--- src/rtl/uart_pkg.sv ---
// Shared types and constants for the UART receive path.
// Imported by the oversampled receiver and its sampler.
package uart_pkg;

  typedef enum logic [2:0] {
    IDLE,
    START,
    DATA,
    PARITY,
    STOP,
    WAIT_HI
  } rx_state_e;

  localparam int OVERSAMPLE_DEF = 16;

  localparam bit PAR_EVEN = 1'b0;
  localparam bit PAR_ODD  = 1'b1;

endpackage

--- src/rtl/uart_rx_sampler.sv ---
// RX line synchronizer, TICK-gated bit-phase counter and 2-of-3 vote.
// Counter parks at 1 while not running so the start-detect tick is cnt 0.
import uart_pkg::*;

module uart_rx_sampler #(
  parameter int OVERSAMPLE = OVERSAMPLE_DEF,
  parameter int CW = $clog2(OVERSAMPLE)
) (
  input  logic          CLK,
  input  logic          RESETN,
  input  logic          TICK,
  input  logic          RXD,
  input  logic          run,
  output logic          rxs,
  output logic [CW-1:0] cnt,
  output logic          vote,
  output logic          sample_done
);

  localparam int M = OVERSAMPLE / 2;

  logic [1:0]    sync_q, sync_d;
  logic [CW-1:0] cnt_q, cnt_d;
  logic          s0_q, s0_d;
  logic          s1_q, s1_d;

  assign rxs = sync_q[1];
  assign cnt = cnt_q;

  always_comb begin
    sync_d = {sync_q[0], RXD};
    cnt_d  = cnt_q;
    s0_d   = s0_q;
    s1_d   = s1_q;
    if (TICK) begin
      if (!run)
        cnt_d = CW'(1);
      else if (cnt_q == CW'(OVERSAMPLE - 1))
        cnt_d = '0;
      else
        cnt_d = cnt_q + 1'b1;
      if (cnt_q == CW'(M - 1)) s0_d = rxs;
      if (cnt_q == CW'(M))     s1_d = rxs;
    end
  end

  assign vote = (s0_q & s1_q) | (s0_q & rxs) | (s1_q & rxs);
  assign sample_done = TICK && run && (cnt_q == CW'(M + 1));

  always_ff @(posedge CLK) begin
    if (!RESETN) begin
      sync_q <= 2'b11;
      cnt_q  <= '0;
      s0_q   <= 1'b1;
      s1_q   <= 1'b1;
    end else begin
      sync_q <= sync_d;
      cnt_q  <= cnt_d;
      s0_q   <= s0_d;
      s1_q   <= s1_d;
    end
  end

endmodule

--- src/rtl/uart_rx_os.sv ---
// 16x oversampled UART receiver with parity, framing/break detection
// and a valid/ready output holding one word plus an overrun pulse.
import uart_pkg::*;

module uart_rx_os #(
  parameter int DATA_BITS  = 8,
  parameter int OVERSAMPLE = OVERSAMPLE_DEF,
  parameter bit PARITY_EN  = 1'b1,
  parameter bit PARITY_ODD = PAR_EVEN
) (
  input  logic                 CLK,
  input  logic                 RESETN,
  input  logic                 TICK,
  input  logic                 RXD,
  output logic [DATA_BITS-1:0] DOUT,
  output logic                 DVALID,
  input  logic                 DREADY,
  output logic                 PERR,
  output logic                 FERR,
  output logic                 OVR,
  output logic                 BRK,
  output logic                 BUSY
);

  localparam int CW = $clog2(OVERSAMPLE);
  localparam int IW = $clog2(DATA_BITS);

  rx_state_e            state_q, state_d;
  logic [IW-1:0]        idx_q, idx_d;
  logic [DATA_BITS-1:0] shreg_q, shreg_d;
  logic                 par_q, par_d;
  logic [DATA_BITS-1:0] dout_q, dout_d;
  logic                 dvalid_q, dvalid_d;
  logic                 perr_q, perr_d;
  logic                 ferr_q, ferr_d;
  logic                 ovr_q, ovr_d;
  logic                 brk_q, brk_d;

  logic          rxs, vote, sample_done, run, last;
  logic [CW-1:0] cnt;
  logic          deliver, ferr_new, perr_new, accept;

  assign run = (state_q == START) || (state_q == DATA) ||
               (state_q == PARITY) || (state_q == STOP);

  uart_rx_sampler #(
    .OVERSAMPLE (OVERSAMPLE)
  ) u_sampler (
    .CLK         (CLK),
    .RESETN      (RESETN),
    .TICK        (TICK),
    .RXD         (RXD),
    .run         (run),
    .rxs         (rxs),
    .cnt         (cnt),
    .vote        (vote),
    .sample_done (sample_done)
  );

  assign last     = TICK && (cnt == CW'(OVERSAMPLE - 1));
  assign accept   = dvalid_q && DREADY;
  assign perr_new = PARITY_EN &&
                    (par_q != ((^shreg_q) ^ PARITY_ODD));

  always_comb begin
    state_d  = state_q;
    idx_d    = idx_q;
    shreg_d  = shreg_q;
    par_d    = par_q;
    deliver  = 1'b0;
    ferr_new = 1'b0;
    brk_d    = 1'b0;
    unique case (state_q)
      IDLE: begin
        if (TICK && !rxs) begin
          state_d = START;
          par_d   = 1'b0;
        end
      end
      START: begin
        if (sample_done && vote) begin
          state_d = IDLE;
        end else if (last) begin
          state_d = DATA;
          idx_d   = '0;
        end
      end
      DATA: begin
        if (sample_done) shreg_d[idx_q] = vote;
        if (last) begin
          if (idx_q == IW'(DATA_BITS - 1))
            state_d = PARITY_EN ? PARITY : STOP;
          else
            idx_d = idx_q + 1'b1;
        end
      end
      PARITY: begin
        if (sample_done) par_d = vote;
        if (last) state_d = STOP;
      end
      STOP: begin
        // Decided at mid-bit so the next start edge is never missed
        if (sample_done) begin
          if (vote) begin
            deliver = 1'b1;
            state_d = IDLE;
          end else if (shreg_q == '0 && !par_q) begin
            brk_d   = 1'b1;
            state_d = WAIT_HI;
          end else begin
            deliver  = 1'b1;
            ferr_new = 1'b1;
            state_d  = WAIT_HI;
          end
        end
      end
      WAIT_HI: begin
        if (TICK && rxs) state_d = IDLE;
      end
      default: state_d = IDLE;
    endcase
  end

  always_comb begin
    dout_d   = dout_q;
    dvalid_d = dvalid_q;
    perr_d   = perr_q;
    ferr_d   = ferr_q;
    ovr_d    = 1'b0;
    if (deliver && (!dvalid_q || accept)) begin
      dout_d   = shreg_q;
      perr_d   = perr_new;
      ferr_d   = ferr_new;
      dvalid_d = 1'b1;
    end else if (deliver) begin
      ovr_d = 1'b1;
    end else if (accept) begin
      dvalid_d = 1'b0;
    end
  end

  always_ff @(posedge CLK) begin
    if (!RESETN) begin
      state_q  <= IDLE;
      idx_q    <= '0;
      shreg_q  <= '0;
      par_q    <= 1'b0;
      dout_q   <= '0;
      dvalid_q <= 1'b0;
      perr_q   <= 1'b0;
      ferr_q   <= 1'b0;
      ovr_q    <= 1'b0;
      brk_q    <= 1'b0;
    end else begin
      state_q  <= state_d;
      idx_q    <= idx_d;
      shreg_q  <= shreg_d;
      par_q    <= par_d;
      dout_q   <= dout_d;
      dvalid_q <= dvalid_d;
      perr_q   <= perr_d;
      ferr_q   <= ferr_d;
      ovr_q    <= ovr_d;
      brk_q    <= brk_d;
    end
  end

  assign DOUT   = dout_q;
  assign DVALID = dvalid_q;
  assign PERR   = perr_q;
  assign FERR   = ferr_q;
  assign OVR    = ovr_q;
  assign BRK    = brk_q;
  assign BUSY   = (state_q != IDLE);

endmodule

--- config.mk ---
export PLATFORM = sky130hd
export DESIGN_NAME = uart_rx_os
export DESIGN_NICKNAME = d
export VERILOG_FILES = /design/src/rtl/uart_pkg.sv /design/src/rtl/uart_rx_sampler.sv /design/src/rtl/uart_rx_os.sv
export SDC_FILE = /design/constraint.sdc
export NUM_CORES = 1
export LEC_CHECK = 0
export BUFFER_PORTS_ARGS = -buffer_cell sky130_fd_sc_hd__buf_4
export CAP_MARGIN = 20
export CORE_ASPECT_RATIO = 2
export CORE_UTILIZATION = 35
export CTS_CLUSTER_SIZE = 16
export DETAILED_ROUTE_END_ITERATION = 12
export GPL_TIMING_DRIVEN = 0
export MAX_ROUTING_LAYER = met4
export PLACE_DENSITY_LB_ADDON = 0.08
export REMOVE_ABC_BUFFERS = 1
export SYNTH_ARGS = -nofsm -noshare
export SYNTH_HDL_FRONTEND = slang
export SYNTH_SLANG_ARGS = --single-unit
export TNS_END_PERCENT = 10
--- constraint.sdc ---
create_clock -name CLK -period 1.7 [get_ports CLK]
set_clock_uncertainty 0.05 [all_clocks]
set_input_delay 0.255 -clock CLK [delete_from_list [all_inputs] [get_ports CLK]]
set_output_delay 0.255 -clock CLK [all_outputs]
set_load 0.01 [all_outputs]
# == After elaboration in Yosys (flattened, before gate mapping) ==
# Cells that the tools add are included.
# totals
reg_bits,36
latch_bits,0
ramBits,0
rom_bits,0
input_bits,5
output_inout_bits,14
elab_cells,117
memories,0
# classes
add_sub_neg,2
n_mul,0
n_div,0
magnitude_cmp,2
n_eq_ne,23
shift,0
mux,35
bitwise,8
reduce_logical,33
# op_table
operator,count
$mux 3,13
$ne 2x2->1 const B,9
$pmux 3 s6,1
$mux 1,15
$eq 4x4->1 const B,3
$logic_and 1x1->1,10
$eq 3x3->1 const B,3
$bwmux 8,1
$logic_not 8->1,1
$mux 4,2
$reduce_and 2->1,4
$reduce_xor 8->1,1
$reduce_and 7->1,1
$eq 3x2->1 const B,2
$pmux 3 s2,1
$reduce_bool 2->1,3
$reduce_and 5->1,1
$add 4x1->4 const B,1
$eq 4x3->1 const B,1
$logic_or 1x1->1,4
$lt 3x4->1 const B,1
$ne 2x1->1 const B,2
$reduce_or 4->1,1
$add 3x1->3 const B,1
14 further kinds,21

# == Depth between registers and ports, before layout ==
# depth
depth_word,11
mapped_depth,8
depth_no_buf,7

# == Hierarchy ==
# Synthesis repeated with hierarchy kept, for this count alone.
# unflattened
hier_cells,210
area_unflattened_um2,1843.0
# modules_own_cells
module,n_inst,cells_per_inst,area_per_inst_um2,seq_area_each_um2
uart_rx_os,1,167,1458.9,560.5
uart_rx_sampler,1,43,384.1,160.2

# == Worst setup path before layout ==
# OpenSTA, ideal clock, no wires.
# synth_path
path_kind,reg2reg
startpoint,"register u_sampler.cnt_q[0], in the netlist u_sampler.cnt[0]"
endpoint,"register dout_q[0], in the netlist DOUT[0]"
setup_time_ns,0.116
arrival_ns,1.603
t_required_ns,1.534
path_slack_ns,-0.069
path_stages_with_launch,8
n_path_buf,1
period_less_slack_ns,1.769
cell_sequence,dfxtp_1 -> ha_1 -> and4b_2 -> nand3_4 -> nor3b_2 -> buf_6 -> mux2i_1 -> nor2b_1
# synth_via
elab_chain_len,5
# synth_rtl
item,line_no,rtl
from (decl),uart_rx_sampler.sv:23,"logic [CW-1:0] cnt_q, cnt_d;"
from (signal assigned),uart_rx_sampler.sv:58,cnt_q <= cnt_d;
$eq 4x4->1,uart_rx_sampler.sv:48,assign sample_done = TICK && run && (cnt_q == CW'(M + 1));
$logic_and 1x1->1,uart_rx_sampler.sv:48,
$mux 1,uart_rx_os.sv:103,if (sample_done) begin
$mux 1,uart_rx_os.sv:73,unique case (state_q)
$logic_and 1x1->1,uart_rx_os.sv:130,if (deliver && (!dvalid_q || accept)) begin
to (signal assigned),uart_rx_os.sv:159,dout_q <= dout_d;
to (decl),uart_rx_os.sv:32,"logic [DATA_BITS-1:0] dout_q, dout_d;"
# No other way between the ends.
# A chain may end at the register's enable or synchronous reset.

# == Worst setup path in the final report ==
# layout_path
startpoint,"register u_sampler.cnt_q[1], in the netlist u_sampler.cnt[1]"
endpoint,"register ferr_q, in the netlist FERR"
# layout_via
elab_chain_len,5
elab_cells_between_ends,7
cone_classes,eq/ne (1); mux (4); reduce/logical (2)
# layout_rtl
item,line_no,rtl
$eq 4x4->1 *,uart_rx_sampler.sv:48,
$logic_and 1x1->1 *,uart_rx_sampler.sv:48,
$mux 1,uart_rx_os.sv:103,
$mux 1,uart_rx_os.sv:73,
$logic_and 1x1->1,uart_rx_os.sv:130,
to (signal assigned),uart_rx_os.sv:162,ferr_q <= ferr_d;
to (decl),uart_rx_os.sv:35,"logic ferr_q, ferr_d;"
# Every way passes the cells marked *; elsewhere a longest branch is shown, timed or not.

==> flow_summary.yaml <==
clock_network:
  cts-root-to-sink-buffers: 2
  tritoncts: "done"
  cts_inserted_buffers: 5
  clkSinkCount: 36
  cts_htree_levels: 2
  clock_tree.root_cell: "clkbuf_8"
  worst_setup_hold_path_clk_slew_ns: 0.07
  insertion_delay_ns: 0.29
  cts_hold_buffers: 0
worst_setup_path:
  cp_slowest_cell: "dfxtp_2"
  cp-end-kind: "flip-flop"
  max_stage_delay_ns: 0.32
  worst_setup_path_start_kind: "flip-flop"
  worst-setup-path-type: "flip-flop to flip-flop"
  cp_data_arrival_time_ns: 1.95
  path_cells: "inv_2 -> ha_4 -> and4b_2 -> nand3_4 -> nor3b_4 -> buf_6 -> buf_16 -> mux2i_1 -> nor2b_1"
  worstPathRequired_ns: 1.84
  crit_fanout: 5
floorplan:
  die-area_um2: 5740
  ios: 19
  initial_core_util: 0.366
  fp.coreArea_um2: 5180
  die_width_um: 54.1
  num_rows: 37
  die_h_um: 106
layout:
  most-common-layout-cells: "dfxtp_1, buf_4, mux2i_1, nor2b_1, nand2_1"
  layout.nets: 240
  antennaDiodeCount: 0
  area.growth.synth_to_final_pct: 22.5
  commonest_non_fill_non_tap_cell_in_the_layout: "dfxtp_1"
  proportion_of_layout_cells_with_a_drive_suffix_above_1: 0.256
route:
  number_of_optimization_iterations_in_the_first_detailed_route_pass: 4
  drt_iter0_markers: 27
  wirelength_um: 3970
  route.detailed.wl_per_inst_um: 13.9
  num_vias: 1493
  detail_route.drc_violations: 0
  route.detailed.vias_per_inst: 5.24
  antenna_violating_nets_post_route: 0
global_routing:
  first_global_vias: 1475
  grt_util_all_layers: 0.166
  grt_max_degree: 39
  antenna_found_initial: 0
  grt_pass1_wl_um: 6730
  grt-ovfl-total: 0
sta:
  tightest_slew_ns: 0.338
  rsz_0062_raised_after_global_routing: "true"
  setup_viol: 14
  timing.slew.headroom: 0.774
  finalCriticalPeriod_ns: 1.82
  drv_slew: 0
  final_min_period_over_clock_period: 1.07
  finalSetupTns_ns: -0.916
  timing.fmax_mhz: 550
  post-route-worst-setup-slack_ns: -0.117
  report.final.hold_viol_count: 0
  hold_ws_ns: 0.0939
synth:
  yosys_warnings: 0
  synth_sequential_area_ratio: 0.380
  yosys.cell_types.count: 41
  post_synth.cell_area_avg_um2: 9.21
  post_synth_edffs: 0
  async_reset_ff_frac: 0
  netlist_instances: 206
  synth_top_area_frac: 0.380
  synth_ff_type: "dfxtp_1"
  synthDominantAreaCellType: "dfxtp_1"
  synth_seq_cells: 36
  mappedNetlistArea_um2: 1900
  synth.area.top_cells: "dfxtp_1, mux2i_1, nor2b_1"
pwr:
  pwr_density_cell_nw_per_um2: 774
  power.ir.vdd_worst_mv: 0.497
  p_leak_uw: 0.000847
placed_design:
  globalplace.congestion: 0.817
  port_buffers: 18
  dp_hpwl_um: 2770
worst_hold_path:
  worst_hold_path_type: "input port to flip-flop"
flow_run:
  max_cap_violations: 0
status:
  status: "finished with violations"
  failing_checks: "setup timing"
[layer usage]
layer	global-route usage	part of all wire	wire, µm
met1	0.153	0.37	1480
met2	0.298	0.58	2310
met3	0.0343	0.018	73
met4	0.0879	0.027	109
met5	-	0	0
[flip-flops by register name, summed over array words and instances, names as in the netlist]
register          flops
shreg_q               8
FERR                  1
BRK                   1
PERR                  1
idx_q                 3
u_sampler.s1_q        1
state_q               3
DOUT                  8
DVALID                1
OVR                   1
u_sampler.cnt         4
par_q                 1
u_sampler.sync_q      2
u_sampler.s0_q        1
[per-stage QoR]
stage | setup WS (ns) | power [µW] | instance area, µm² | cells | util
CTS | -0.113 | 1820 | 2310 | 285 | 0.446
floorplan | -0.386 | 934 | 1840 | 193 | -
global route | -0.203 | 1880 | 2330 | 285 | 0.449
detailed placement | -0.830 | 977 | 2050 | 269 | 0.395
finish | -0.117 | 1800 | 2330 | 285 | 0.449
global placement | -0.792 | 975 | 2050 | 269 | 0.395
[cells in the mapped netlist, drive strengths merged (3+ instances only)]
library cell  number
dfxtp             36
mux2i             19
nor2b             19
inv               11
nand2             11
o21ai             11
clkbuf            10
ha                 9
nand3              8
a21boi             6
nor2               6
nor3b              6
nand2b             5
xnor2              5
and2               4
nand4              4
nor3               4
a21oi              3
buf                3
nand3b             3
nand4b             3
[area by class of cell]
type / instances / area, µm²
clock buffers: 7 / 96.3
clock inverters: 1 / 30.0
fillers: 533 / 2860
inverters: 11 / 41.3
multi-input cells: 146 / 1130
flip-flops and latches: 36 / 733
well taps: 58 / 72.6
repair buffers: 26 / 223
[worst max-delay path, delay by kind of cell (launching register included)]
family,cells,cell delay (ns)
multiplexers,1,0.17
AND/OR/NAND/NOR,4,0.72
adder cells (fa/ha/maj),1,0.13
buffers and inverters,3,0.31
flip-flops,1,0.32
[final timing paths]
| check | start | to | slack (ns) | depth (start not counted) |
|---|---|---|---|---|
| max | u_sampler.cnt[1]$_SDFFE_PN0P_ | FERR$_SDFFE_PN0P_ | -0.12 | 9 |
| min | RXD | u_sampler.sync_q[0]$_SDFF_PN1_ | 0.09 | 2 |
| max reg2reg | u_sampler.cnt[1]$_SDFFE_PN0P_ | FERR$_SDFFE_PN0P_ | -0.12 | 9 |
| min reg2reg | u_sampler.sync_q[0]$_SDFF_PN1_ | u_sampler.sync_q[1]$_SDFF_PN1_ | 0.36 | 1 |
[cells by family after synthesis]
kind of cell             after synthesis  share of synthesized area
XOR/XNOR                               6                     0.0277
buffers and inverters                 24                     0.0527
AND/OR/NAND/NOR                       82                      0.275
AO/OA/AOI/OAI                         29                      0.100
adder cells (fa/ha/maj)               10                     0.0646
multiplexers                          19                      0.100
flip-flops                            36                      0.380
[what timing repair did]
item	4_1_cts	5_1_grt
setup endpoints to repair	24	25
gates cloned	1	0
pin swaps	2	1
resized for setup	18	9
buffers inserted	7	1
[where the power goes]
group	internal [µW]	switching, µW
registers	851	16.0
clock network	518	314
logic	48.2	52.3
total	1420	382
Note: power is estimated with default switching activity, not from simulation.
